--- config.mk ---
export PLATFORM = sky130hd
export DESIGN_NAME = router_fifo
export DESIGN_NICKNAME = d
export VERILOG_FILES = /design/src/rtl/router_fifo.sv
export SDC_FILE = /design/constraint.sdc
export NUM_CORES = 1
export LEC_CHECK = 0
export ABC_AREA = 1
export CORE_MARGIN = 3
export CORE_UTILIZATION = 50
export DETAILED_ROUTE_END_ITERATION = 8
export GPL_TIMING_DRIVEN = 0
export HOLD_SLACK_MARGIN = 0.15
export PLACE_DENSITY = 0.68
export SLEW_MARGIN = 40
export SYNTH_ARGS = -nofsm -noshare
export SYNTH_HDL_FRONTEND = slang
export SYNTH_SLANG_ARGS = --single-unit
export TNS_END_PERCENT = 10
--- constraint.sdc ---
create_clock -name clk -period 1.97 [get_ports clk]
set_input_delay 0.2955 -clock clk [delete_from_list [all_inputs] [get_ports clk]]
set_output_delay 0.2955 -clock clk [all_outputs]
set_load 0.05 [all_outputs]
--- src/rtl/router_fifo.sv ---
// rtl/router_fifo.sv - 16x9 router output FIFO with header flag and packet-length tracking
module router_fifo (
  input  logic       clk,
  input  logic       resetn,
  input  logic       soft_reset,
  input  logic       write_enb,
  input  logic       read_enb,
  input  logic       lfd_state,
  input  logic [7:0] data_in,
  output logic       full,
  output logic       empty,
  output logic [7:0] data_out
);

  logic [8:0] mem_q [16];
  logic [4:0] wr_ptr_q, rd_ptr_q;
  logic [6:0] count_q, count_d;
  logic [7:0] data_out_q, data_out_d;
  logic       lfd_q;
  logic       done_q, done_d;
  logic       do_wr, do_rd;
  logic [8:0] rd_word;

  assign empty    = (wr_ptr_q == rd_ptr_q);
  assign full     = (wr_ptr_q[4] != rd_ptr_q[4]) && (wr_ptr_q[3:0] == rd_ptr_q[3:0]);
  assign do_wr    = write_enb && !full;
  assign do_rd    = read_enb && !empty;
  assign rd_word  = mem_q[rd_ptr_q[3:0]];
  assign data_out = data_out_q;

  // A header loads payload length plus the parity byte; data_out clears one idle edge after parity.
  always_comb begin
    count_d    = count_q;
    done_d     = 1'b0;
    data_out_d = data_out_q;
    if (do_rd) begin
      data_out_d = rd_word[7:0];
      if (rd_word[8]) begin
        count_d = {1'b0, rd_word[7:2]} + 7'd1;
      end else if (count_q != 7'd0) begin
        count_d = count_q - 7'd1;
        done_d  = (count_q == 7'd1);
      end
    end else if (done_q) begin
      data_out_d = 8'h00;
    end
  end

  always_ff @(posedge clk) begin
    if (!resetn) begin
      wr_ptr_q   <= 5'd0;
      rd_ptr_q   <= 5'd0;
      count_q    <= 7'd0;
      data_out_q <= 8'h00;
      lfd_q      <= 1'b0;
      done_q     <= 1'b0;
      for (int i = 0; i < 16; i++) mem_q[i[3:0]] <= 9'h000;
    end else if (soft_reset) begin
      wr_ptr_q   <= 5'd0;
      rd_ptr_q   <= 5'd0;
      count_q    <= 7'd0;
      data_out_q <= 8'h00;
      lfd_q      <= 1'b0;
      done_q     <= 1'b0;
      for (int i = 0; i < 16; i++) mem_q[i[3:0]][8] <= 1'b0;
    end else begin
      count_q    <= count_d;
      data_out_q <= data_out_d;
      done_q     <= done_d;
      // lfd_state leads the register-stage byte by one cycle, so the delayed copy tags the word.
      lfd_q      <= lfd_state;
      if (do_wr) begin
        mem_q[wr_ptr_q[3:0]] <= {lfd_q, data_in};
        wr_ptr_q             <= wr_ptr_q + 5'd1;
      end
      if (do_rd) rd_ptr_q <= rd_ptr_q + 5'd1;
    end
  end

endmodule

==> results.md, run 1 <==
- Status: finished with violations
- Failing checks: setup timing
- Die area: 19,000 µm²
- WS Path Type: reg -> reg
- Antenna diode count: 0
- Hold Path Class: in -> reg
- Placed inst area: 9190 µm²
- GRT Total Usage: 24.4%
- Fin nets: 1,013
- Max stage delay on crit path: 390 ps
- # IOs: 24
- Critical Path, Cell by Cell: xor2_2, a21oi_2, nand2_1, or2_4, nand2_8, nor2_8, inv_8, nor2_8, nand2_4, buf_12, nand2_8
- Max_slew headroom: 40.0%
- Port Buffers: 22
- Initial Util: 51.7%
- Clk_lat worst skew: 430 ps
- Hold Violations, Final: 0
- Area growth, synth to finish: 21.5%
- Synthesized area per cell: 9.31 µm²
- Routed via count: 6,634
- Crit path DAT: 2140 ps
- Initial antenna violation count: 0
- Power after layout: 8.09 mW
- CTS H-tree lvls: 4
- CP endpoint kind: flop
- Inst Count DP: 1,176
- CORE AREA: 16,800 µm²
- Ys async rst share: 0%
- Commonest non-fill, non-tap cell in the layout: nand2_1
- Die W: 138 µm
- Most frequent cells in the layout: 202 x nand2_1, 144 x edfxtp_1, 108 x nor2_1
- Post-route setup slack: -43.4 ps
- Minimum clock period: 2010 ps
- DRT Pass-1 Iters: 6
- Fin. max-slew vios: 0
- CTS buffer count: 17
- Worst hold slack: 399 ps
- Mapped Area: 8690 µm²
- Util after Layout: 62.8%
- CTS tree: yes
- Clock buffer depth: 2
- Endpoints failing setup: 32
- Leakage Power: 4.43 nW
- Fin crit share: 102%
- First-pass GRT wire length: 34,100 µm
- Largest net degree at the start of global routing: 17
- RSZ-0062 raised after global routing: true
- Final wirelength: 22,700 µm
- Share of layout cells above drive strength 1: 24.3%
- Routed Antenna Nets: 0
- Final clock skew: 10.5 ps
- DRT iter0 DRCs: 564
- CP Data Required Time: 2090 ps
- Max FO, Critical Path: 8
- Chip Height: 138 µm
- Fmax: 0.497 GHz
- Net count after synthesis: 957
- Maximum vdd drop: 0.577 mV
- YS warnings: 0
- Design area: 10,600 µm²
- PD cells: 766 nW/µm²
- # rows: 47
- Slew @ Worst Pin: 899 ps
- Top_reg_cell synth: edfxtp_1
- Clk slew on worst S/H paths: 70 ps
- Clock sink count: 175
- Hpwl dp: 15,500 µm
- Grt ovf: 0
- Sequential area share after synthesis: 56.9%
- WL per Instance: 18.5 µm
- Vias in the first global route: 6,297
- Post-route insts no fill: 1,223
- # DRC: 0
- Netlist cell types: 36
- Register bit count reported by yosys: 175
- Critical Path Slowest Stage Cell: dfxtp_4
- GP Congestion: 0.879
- Max-cap violations: 0
- CTS root buf: clkbuf_16
- Cts hold-fix bufs: 0
- Post-synth EDFFs: 144
- Post-Syn Instances: 934
- Kind of start point of the critical path: flop
- Via density: 5.42
[state kept, by name, summed over array words and instances, names as in the netlist, named ones only]
signal	flops
count_q	7
rd_ptr_q	5
lfd_q	1
done_q	1
wr_ptr_q	5
data_out	8
mem_q	144
[cells in the mapped netlist (4+ instances only)]
cell,count,share of area [%]
a32o_1,6,0.69
nor2_8,4,0.92
buf_6,16,2.1
nand3_1,84,4.8
edfxtp_1,144,50
nand2_2,14,1.0
o211ai_1,9,0.78
inv_2,5,0.22
ha_1,9,1.3
a22oi_1,4,0.35
buf_2,17,0.98
inv_1,75,3.2
o21ai_1,6,0.35
a21oi_1,32,1.8
nor2_1,108,4.7
clkbuf_1,18,0.78
nor2_2,73,5.3
xor2_1,7,0.71
o21ai_0,22,1.3
buf_4,8,0.69
dfxtp_1,31,7.1
nand2_1,223,9.6
[worst paths after layout]
check | start | endpoint | slack [ps] | depth (start not counted)
setup / recovery | rd_ptr_q[0] | mem_q[0][3] | -40 | 11
hold / removal | lfd_state | lfd_q | 400 | 3
setup reg to reg | rd_ptr_q[0] | mem_q[0][3] | -40 | 11
hold reg to reg | data_out[0] | data_out[0] | 480 | 2
[per-layer routing]
| layer | routed length (µm) | share of wire, % | GRT usage, % |
|---|---|---|---|
| met1 | 9510 | 42 | 31.8 |
| met2 | 11200 | 50 | 41.3 |
| met3 | 1380 | 6.1 | 3.56 |
| met4 | 519 | 2.3 | 9.50 |
| met5 | 0 | 0 | 0 |
[cell type report]
cell class | instances | area (µm²)
plain buffers | 60 | 653
clock buffers | 23 | 490
clock inverters | 9 | 56.3
fillers | 1411 | 6250
inverters | 82 | 322
multi-input cells | 617 | 3430
flip-flops and latches | 175 | 4970
well taps | 220 | 275
repair buffers | 37 | 364
[worst max-delay path: cells and delay by family, from the launching register on]
family	cells	cell delay, ps
and+or+nand+nor	7	860
DFF	1	390
buffers and inverters	2	240
xor gates and xnor gates	1	160
AOI/OAI and AO/OA	1	50
[power breakdown]
part           internal [mW]  leakage [nW]  switching, mW  total [mW]
Clock                   1.76         0.280           1.42        3.18
Sequential              4.10          1.76         0.0413        4.15
Combinational          0.255          2.39          0.514       0.770
Total                   6.12          4.43           1.97        8.09
[stage by stage]
stage	setup WS, ps	TNS [ps]
6_report	-43.4	-863
3_3_place_gp	-646	-98670
5_1_grt	-136	-13390
3_5_place_dp	-652	-103880
4_1_cts	-56.6	-3300
2_1_floorplan	48.3	0
[cell families after synthesis]
| family | share of synthesized area [%] |
|---|---|
| AND/OR/NAND/NOR | 27.1 |
| flip-flops | 56.9 |
| buffers and inverters | 8.16 |
| AO/OA/AOI/OAI | 5.64 |
| XOR/XNOR | 0.907 |
| adder cells (fa/ha/maj) | 1.30 |
[timing repair]
| action | in CTS | in global routing |
|---|---|---|
| setup buffers | 4 | 9 |
| pin swaps | 2 | 14 |
| setup endpoints to repair | 203 | 250 |
| gates resized for setup | 102 | 87 |
| cloned | 0 | 2 |
(Power assumes the default switching activity.)
==> run 2, diff against run 1 <==
--- a/config.mk
+++ b/config.mk
@@ -5,8 +5,7 @@
 export SDC_FILE = /design/constraint.sdc
 export NUM_CORES = 1
 export LEC_CHECK = 0
-export ABC_AREA = 1
-export CORE_MARGIN = 3
+export CORE_MARGIN = 2
 export CORE_UTILIZATION = 50
 export DETAILED_ROUTE_END_ITERATION = 8
 export GPL_TIMING_DRIVEN = 0
==> run 2 against run 1 <==
Die area decreased by 7.7%; the run still ends with setup timing left; highest routed layer unchanged; count of clock-buffer cells in the layout decreased by 2; wire length shrank 11%; non-clock buffer count up 5; fmax down 14%; via count down 19%.
==> results.md, run 2 <==
- Status: finished with violations
- Failing checks: setup timing
- Clk slew on worst S/H paths: 70 ps (about the same)
- Clk_lat worst skew: 430 ps (about the same)
- # IOs: 24 (unchanged)
- Routed via count: 5,384 (-19%)
- Fmax: 0.428 GHz (-14%)
- Fin crit share: 119% (+16 points)
- Area growth, synth to finish: 26.2%
- Clock sink count: 175 (unchanged)
- Yosys top cell area share: 52.4% (+2.7 points)
- Worst Setup EP: count_q[5]
- Vias in the first global route: 5,273 (-16%)
- Largest cells by area after synthesis: edfxtp_1 52%, and2_1 11%, mux4_2 7.9%
- Chip Height: 132 µm (-3.9%)
- Endpoints failing setup: 94 (+190%)
- Crit path buf inv count: 2 (unchanged)
- Via density: 5.82 (+7.3%)
- Initial antenna violation count: 0 (unchanged)
- Die W: 132 µm (-3.9%)
- Placed inst area: 8770 µm² (-4.5%)
- CORE AREA: 16,000 µm² (-4.9%)
- Final clock skew: 7.67 ps (-2.85 ps)
- Port Buffers: 23 (+4.5%)
- CTS root buf: clkbuf_16
- Power after layout: 7.96 mW (-1.5%)
- Layout fillers: 1,141 (-19%)
- Synthesized area per cell: 13.5 µm² (+45%)
- Hold Path Class: in -> reg
- Max reg flops: 144 (unchanged)
- GRT Total Usage: 22.9% (-1.5 points)
- Post-Syn Instances: 611 (-35%)
- CP endpoint kind: flop
- DRT Pass-1 Iters: 5 (-1)
- YS warnings: 0 (unchanged)
- WS Path Type: reg -> reg
- Max stage delay on crit path: 550 ps (+160 ps)
- Critical Path, Cell by Cell: buf_8, buf_12, mux4_2, a22oi_2, nand2_2, or4b_4, nor3_2, a211o_1
- CP Data Required Time: 2350 ps (+260 ps)
- # DRC: 0 (unchanged)
- Max FO, Critical Path: 6 (-2)
- Ys async rst share: 0% (unchanged)
- Post-synth EDFFs: 144 (unchanged)
- CP top delay family: simple AND/OR/NAND/NOR gates
- CTS H-tree lvls: 4 (unchanged)
- Minimum clock period: 2340 ps (+323 ps)
- Final wirelength: 20,100 µm (-11%)
- Die area: 17,500 µm² (-7.7%)
- Most frequent cells in the layout: 144 x edfxtp_1, 141 x and2_1, 38 x mux4_2
- Design area: 10,400 µm² (-1.5%)
- Top_reg_cell synth: edfxtp_1
- Max-cap violations: 0 (unchanged)
- Most common cell in the netlist: and2_1
- RSZ-0062 raised after global routing: true
- Worst reg-to-reg path cell count: 8 (-3)
- Sequential area share after synthesis: 60.0% (+3.1 points)
- PD cells: 765 nW/µm² (about the same)
- Crit path DAT: 2710 ps (+570 ps)
- Cts hold-fix bufs: 0 (unchanged)
- # rows: 46 (-2.1%)
- Grt ovf: 0 (unchanged)
- Register bit count reported by yosys: 175 (unchanged)
- Initial Util: 51.5% (-0.13 points)
- Slew @ Worst Pin: 688 ps (-211 ps)
- CTS tree: yes
- Leakage Power: 3.61 nW (-18%)
- Synth area leader: edfxtp_1
- Mapped Area: 8250 µm² (-5.1%)
- Hold-critical path depth: 2 (-1)
- Kind of start point of the critical path: flop
- Net count after synthesis: 634 (-34%)
- Routed Antenna Nets: 0 (unchanged)
- Post-synth top cells: 149 x and2_1, 144 x edfxtp_1, 31 x dfxtp_1, 31 x nor2_1
- Antenna diode count: 0 (unchanged)
- Critical Path Slowest Stage Cell: or4b_4
- Largest net degree at the start of global routing: 17 (unchanged)
- Worst reg2reg endpoint: count_q[5]
- Max_slew headroom: 54.1% (+14 points)
- Fin. max-slew vios: 0 (unchanged)
- WL per Instance: 21.7 µm (+17%)
- Clock buffer depth: 2 (unchanged)
- Post-route setup slack: -366 ps (-323 ps)
- DRT iter0 DRCs: 570 (+1.1%)
- Hpwl dp: 12,700 µm (-18%)
- First-pass GRT wire length: 30,100 µm (-12%)
- Maximum vdd drop: 0.695 mV (+20%)
- Commonest non-fill, non-tap cell in the layout: edfxtp_1
- R2R setup slack: -370 ps (-320 ps)
- Share of layout cells above drive strength 1: 31.5% (+7.1 points)
- Stages on the worst setup path: 8 (-3)
- CTS buffer count: 17 (unchanged)
- GP Congestion: 0.824 (-6.3%)
- Netlist cell types: 45 (+25%)
- Fin nets: 719 (-29%)
- Hold Violations, Final: 0 (unchanged)
run 2: area by class of cell:
cell class                 instances  area, µm²  area share (%)
tap                              216        270            2.60
multi-input combinational        396       3610            34.7
inverter                           4       15.0           0.144
clock buffer                      21        503            4.83
clock inverter                    11       73.8           0.709
timing repair buffer              63        661            6.35
sequential                       175       4960            47.7
buffer                            39        313            3.00
run 2: metal layers:
metal | up-vias | routed length, µm | global-route usage (%)
met5 | - | 0 | 0
met1 | 2662 | 8200 | 30.7
met3 | 35 | 1410 | 4.37
met4 | 0 | 458 | 8.18
li1 | 2424 | - | -
met2 | 263 | 10000 | 37.8
run 2: worst min path at each step:
stage               slack [ps]   startpoint          end
finish                     440    lfd_state        lfd_q
global route               470    lfd_state        lfd_q
CTS                        440    lfd_state        lfd_q
detailed placement         480  data_out[7]  data_out[7]
floorplan                  420    lfd_state        lfd_q
global placement           480  data_out[2]  data_out[2]
run 2: kinds of logic (layout without fill, tap and decap cells):
group | Yosys count | count (layout) | synth area share (%)
simple gates | 256 | 260 | 18.0
fa+ha+maj | 9 | 9 | 1.37
compound gates | 68 | 68 | 4.96
flops | 175 | 175 | 60.0
buf+inv | 44 | 138 | 2.44
mux | 42 | 42 | 11.5
xor+xnor | 17 | 17 | 1.81
run 2: repair_timing:
item	CTS	global route
cloned	5	2
pin swaps	15	20
endpoints found under the setup margin	307	307
setup buffers	23	14
gates resized for setup	131	66
run 2: through the flow:
step / worst slack, ps / cells / TNS, ps / utilization [%] / hold WS (ps)
4_1_cts: -321 / 910 / -11250 / 62.9 / 443
2_1_floorplan: -145 / 611 / -10980 / - / 417
3_3_place_gp: -1140 / 850 / -279350 / 54.8 / 476
3_5_place_dp: -1180 / 850 / -281990 / 54.8 / 476
6_report: -366 / 925 / -7800 / 65.1 / 443
5_1_grt: -424 / 925 / -16980 / 65.1 / 468
run 2: where the power goes:
part / internal (mW) / leakage, nW / switching, mW
Clock: 1.83 / 0.294 / 1.44
Sequential: 4.10 / 1.76 / 0.0413
Combinational: 0.232 / 1.56 / 0.315
Total: 6.17 / 3.61 / 1.80
==> run 3, diff against run 2 <==
--- a/config.mk
+++ b/config.mk
@@ -10,8 +10,8 @@
 export DETAILED_ROUTE_END_ITERATION = 8
 export GPL_TIMING_DRIVEN = 0
 export HOLD_SLACK_MARGIN = 0.15
-export PLACE_DENSITY = 0.68
-export SLEW_MARGIN = 40
+export PLACE_DENSITY_LB_ADDON = 0.2
+export SLEW_MARGIN = 25
 export SYNTH_ARGS = -nofsm -noshare
 export SYNTH_HDL_FRONTEND = slang
 export SYNTH_SLANG_ARGS = --single-unit
==> run 3 against run 2 <==
The flow still finishes with violations (setup timing); cell count fell by 0.54%; combinational power is 6.9% lower; clock power down 7.6%; worst setup slack gained 52 ps; critical path type unchanged; highest routed layer unchanged.
==> results.md, run 3 (synthesis gave the netlist of run 2 again) <==
- Layout fillers: 1,202 (+5.3%)
- Gr busiest metal: met2
- Hold Violations, Final: 0 (unchanged)
- Critical Path Slowest Stage Cell: mux4_2
- GRT Total Usage: 22.9% (-0.039 points)
- Slew @ Worst Pin: 777 ps (+88.9 ps)
- Kind of start point of the critical path: flop
- Failing checks: setup timing
- # rows: 46 (unchanged)
- Routed Antenna Nets: 0 (unchanged)
- Minimum clock period: 2280 ps (-51.5 ps)
- Most frequent cells in the layout: 149 x and2_1, 144 x edfxtp_1, 35 x mux4_2
- # IOs: 24 (unchanged)
- Grt met3 use: 3.68% (-0.69 points)
- Comb power frac: 6.6% (-0.3 points)
- R2R setup slack: -310 ps (+50 ps)
- Status: finished with violations
- Endpoints failing setup: 110 (+17%)
- Setup TNS: -7620 ps (+184 ps)
- Fin crit share: 116% (-2.6 points)
- Commonest non-fill, non-tap cell in the layout: and2_1
- CP most frequent cell: buf_12
- Max FO, Critical Path: 7 (+1)
- Worst reg-to-reg path cell count: 10 (+2)
- Post-route setup slack: -315 ps (+51.5 ps)
- PD cells: 752 nW/µm² (-1.8%)
- Util after Layout: 63.9% (-1.2 points)
- CTS H-tree lvls: 4 (unchanged)
- Sw Ratio: 21.6% (-1.0 points)
- Power after layout: 7.68 mW (-3.6%)
- Largest net degree at the start of global routing: 17 (unchanged)
- CP Data Required Time: 2260 ps (-90 ps)
- Final wirelength: 19,600 µm (-2.1%)
- DRT iter0 DRCs: 637 (+12%)
- CTS root buf: clkbuf_16
- Port Buffers: 23 (unchanged)
- Leakage Power: 3.56 nW (-1.6%)
- Initial antenna violation count: 0 (unchanged)
- CP endpoint kind: flop
- Clk_lat worst skew: 420 ps (about the same)
- WS Path Type: reg -> reg
- Hpwl dp: 12,900 µm (+1.4%)
- First-pass GRT wire length: 30,100 µm (about the same)
- Max stage delay on crit path: 520 ps (-30 ps)
- Clock sink count: 175 (unchanged)
- Met2 Track Usage GR: 36.5% (-1.2 points)
- # DRC: 0 (unchanged)
- Clk slew on worst S/H paths: 60 ps (about the same)
- Fin nets: 715 (-0.56%)
- Critical Path, Cell by Cell: buf_12, buf_12, buf_12, mux4_2, a22oi_2, nand2_2, ha_4, xor2_1, a21oi_1, a21oi_1
- Hold Path Class: in -> reg
- Final clock skew: 7.33 ps (-0.340 ps)
- Maximum vdd drop: 0.705 mV (+1.4%)
- Die area: 17,500 µm² (unchanged)
- CTS buffer count: 17 (unchanged)
- GP Congestion: 0.893 (+8.4%)
- Max-cap violations: 0 (unchanged)
- Worst reg2reg endpoint: count_q[2]
- Hold-critical path depth: 2 (unchanged)
- Area growth, synth to finish: 23.9%
- Fin. max-slew vios: 0 (unchanged)
- Via density: 5.79 (-0.58%)
- Vias in the first global route: 5,175 (-1.9%)
- Fmax: 0.438 GHz (+2.3%)
- Switch Pwr: 1.66 mW (-7.9%)
- Max_slew headroom: 48.2% (-5.9 points)
- CORE AREA: 16,000 µm² (unchanged)
- Antenna diode count: 0 (unchanged)
- Grt ovf: 0 (unchanged)
- RSZ-0062 raised after global routing: true
- Post-route insts no fill: 920 (-0.54%)
- Share of layout cells above drive strength 1: 28.4% (-3.0 points)
- Grt met1 use: 32.3% (+1.7 points)
- Seq pwr share: 53.9% (+1.9 points)
- Inst Count DP: 850 (unchanged)
- Worst hold slack: 457 ps (+13.3 ps)
- DRT Pass-1 Iters: 5 (unchanged)
- Hold Startpoint: lfd_state
- Die W: 132 µm (unchanged)
- Max reg flops: 144 (unchanged)
- CTS tree: yes
- Clock buffer depth: 2 (unchanged)
- Routed via count: 5,324 (-1.1%)
- Chip Height: 132 µm (unchanged)
- Hold endpoint: lfd_q
- P_int: 6.02 mW (-2.3%)
- Initial Util: 51.5% (unchanged)
- WL per Instance: 21.4 µm (-1.6%)
- Clk network pwr share: 39.5% (-1.6 points)
- Crit path DAT: 2580 ps (-130 ps)
run 3: per-layer routing:
layer  wire length, µm  part of all wire, %
met1              8730                   44
met2              9490                   48
met5                 0                    0
met4               484                  2.5
met3               946                  4.8
run 3: metrics by stage:
stage	area, µm²	setup WS (ps)
floorplan	8260	-145
detailed placement	8760	-1240
global route	10200	-386
CTS	9910	-286
global placement	8760	-1150
finish	10200	-315
run 3: worst max-delay path, delay by kind of cell, from the launching register on:
family | cells | cell delay [ps]
AOI/OAI and AO/OA | 3 | 390
DFF | 1 | 340
xor gates and xnor gates | 1 | 150
and+or+nand+nor | 1 | 130
buffers and inverters | 3 | 410
muxes | 1 | 520
adders and majority gates | 1 | 200
run 3: how the worst max path moves through the flow:
stage | startpoint | endpoint | slack, ps | cells after the start
floorplan | flop | count_q[5] | -150 | 8
global placement | resetn | mem_q[13][5] | -1150 | 5
detailed placement | resetn | mem_q[1][8] | -1240 | 7
CTS | flop | count_q[2] | -290 | 10
global route | flop | count_q[5] | -390 | 8
finish | flop | count_q[2] | -310 | 10
run 3: power groups by stage:
stage	combinational, mW	sequential (mW)	clock (mW)
finish	0.509	4.14	3.03
global route	0.543	4.15	3.19
detailed placement	0.397	4.22	0
global placement	0.390	4.21	0
CTS	0.477	4.14	3.04
floorplan	0.248	4.21	0
run 3: final cells by class:
class	instances	area [µm²]	area share, %
flip-flops and latches	175	4960	48.6
multi-input cells	393	3530	34.6
repair buffers	63	609	5.96
clock buffers	23	448	4.38
plain buffers	38	309	3.02
well taps	216	270	2.64
clock inverters	8	67.6	0.661
inverters	4	15.0	0.147
run 3: timing repair:
action | in CTS | in global routing
resized for setup | 129 | 45
endpoints found under the hold margin | 0 | 0
gates cloned | 2 | 2
pin swaps | 12 | 13
hold buffers | 0 | 0
buffers inserted | 19 | 19
setup endpoints to repair | 307 | 298
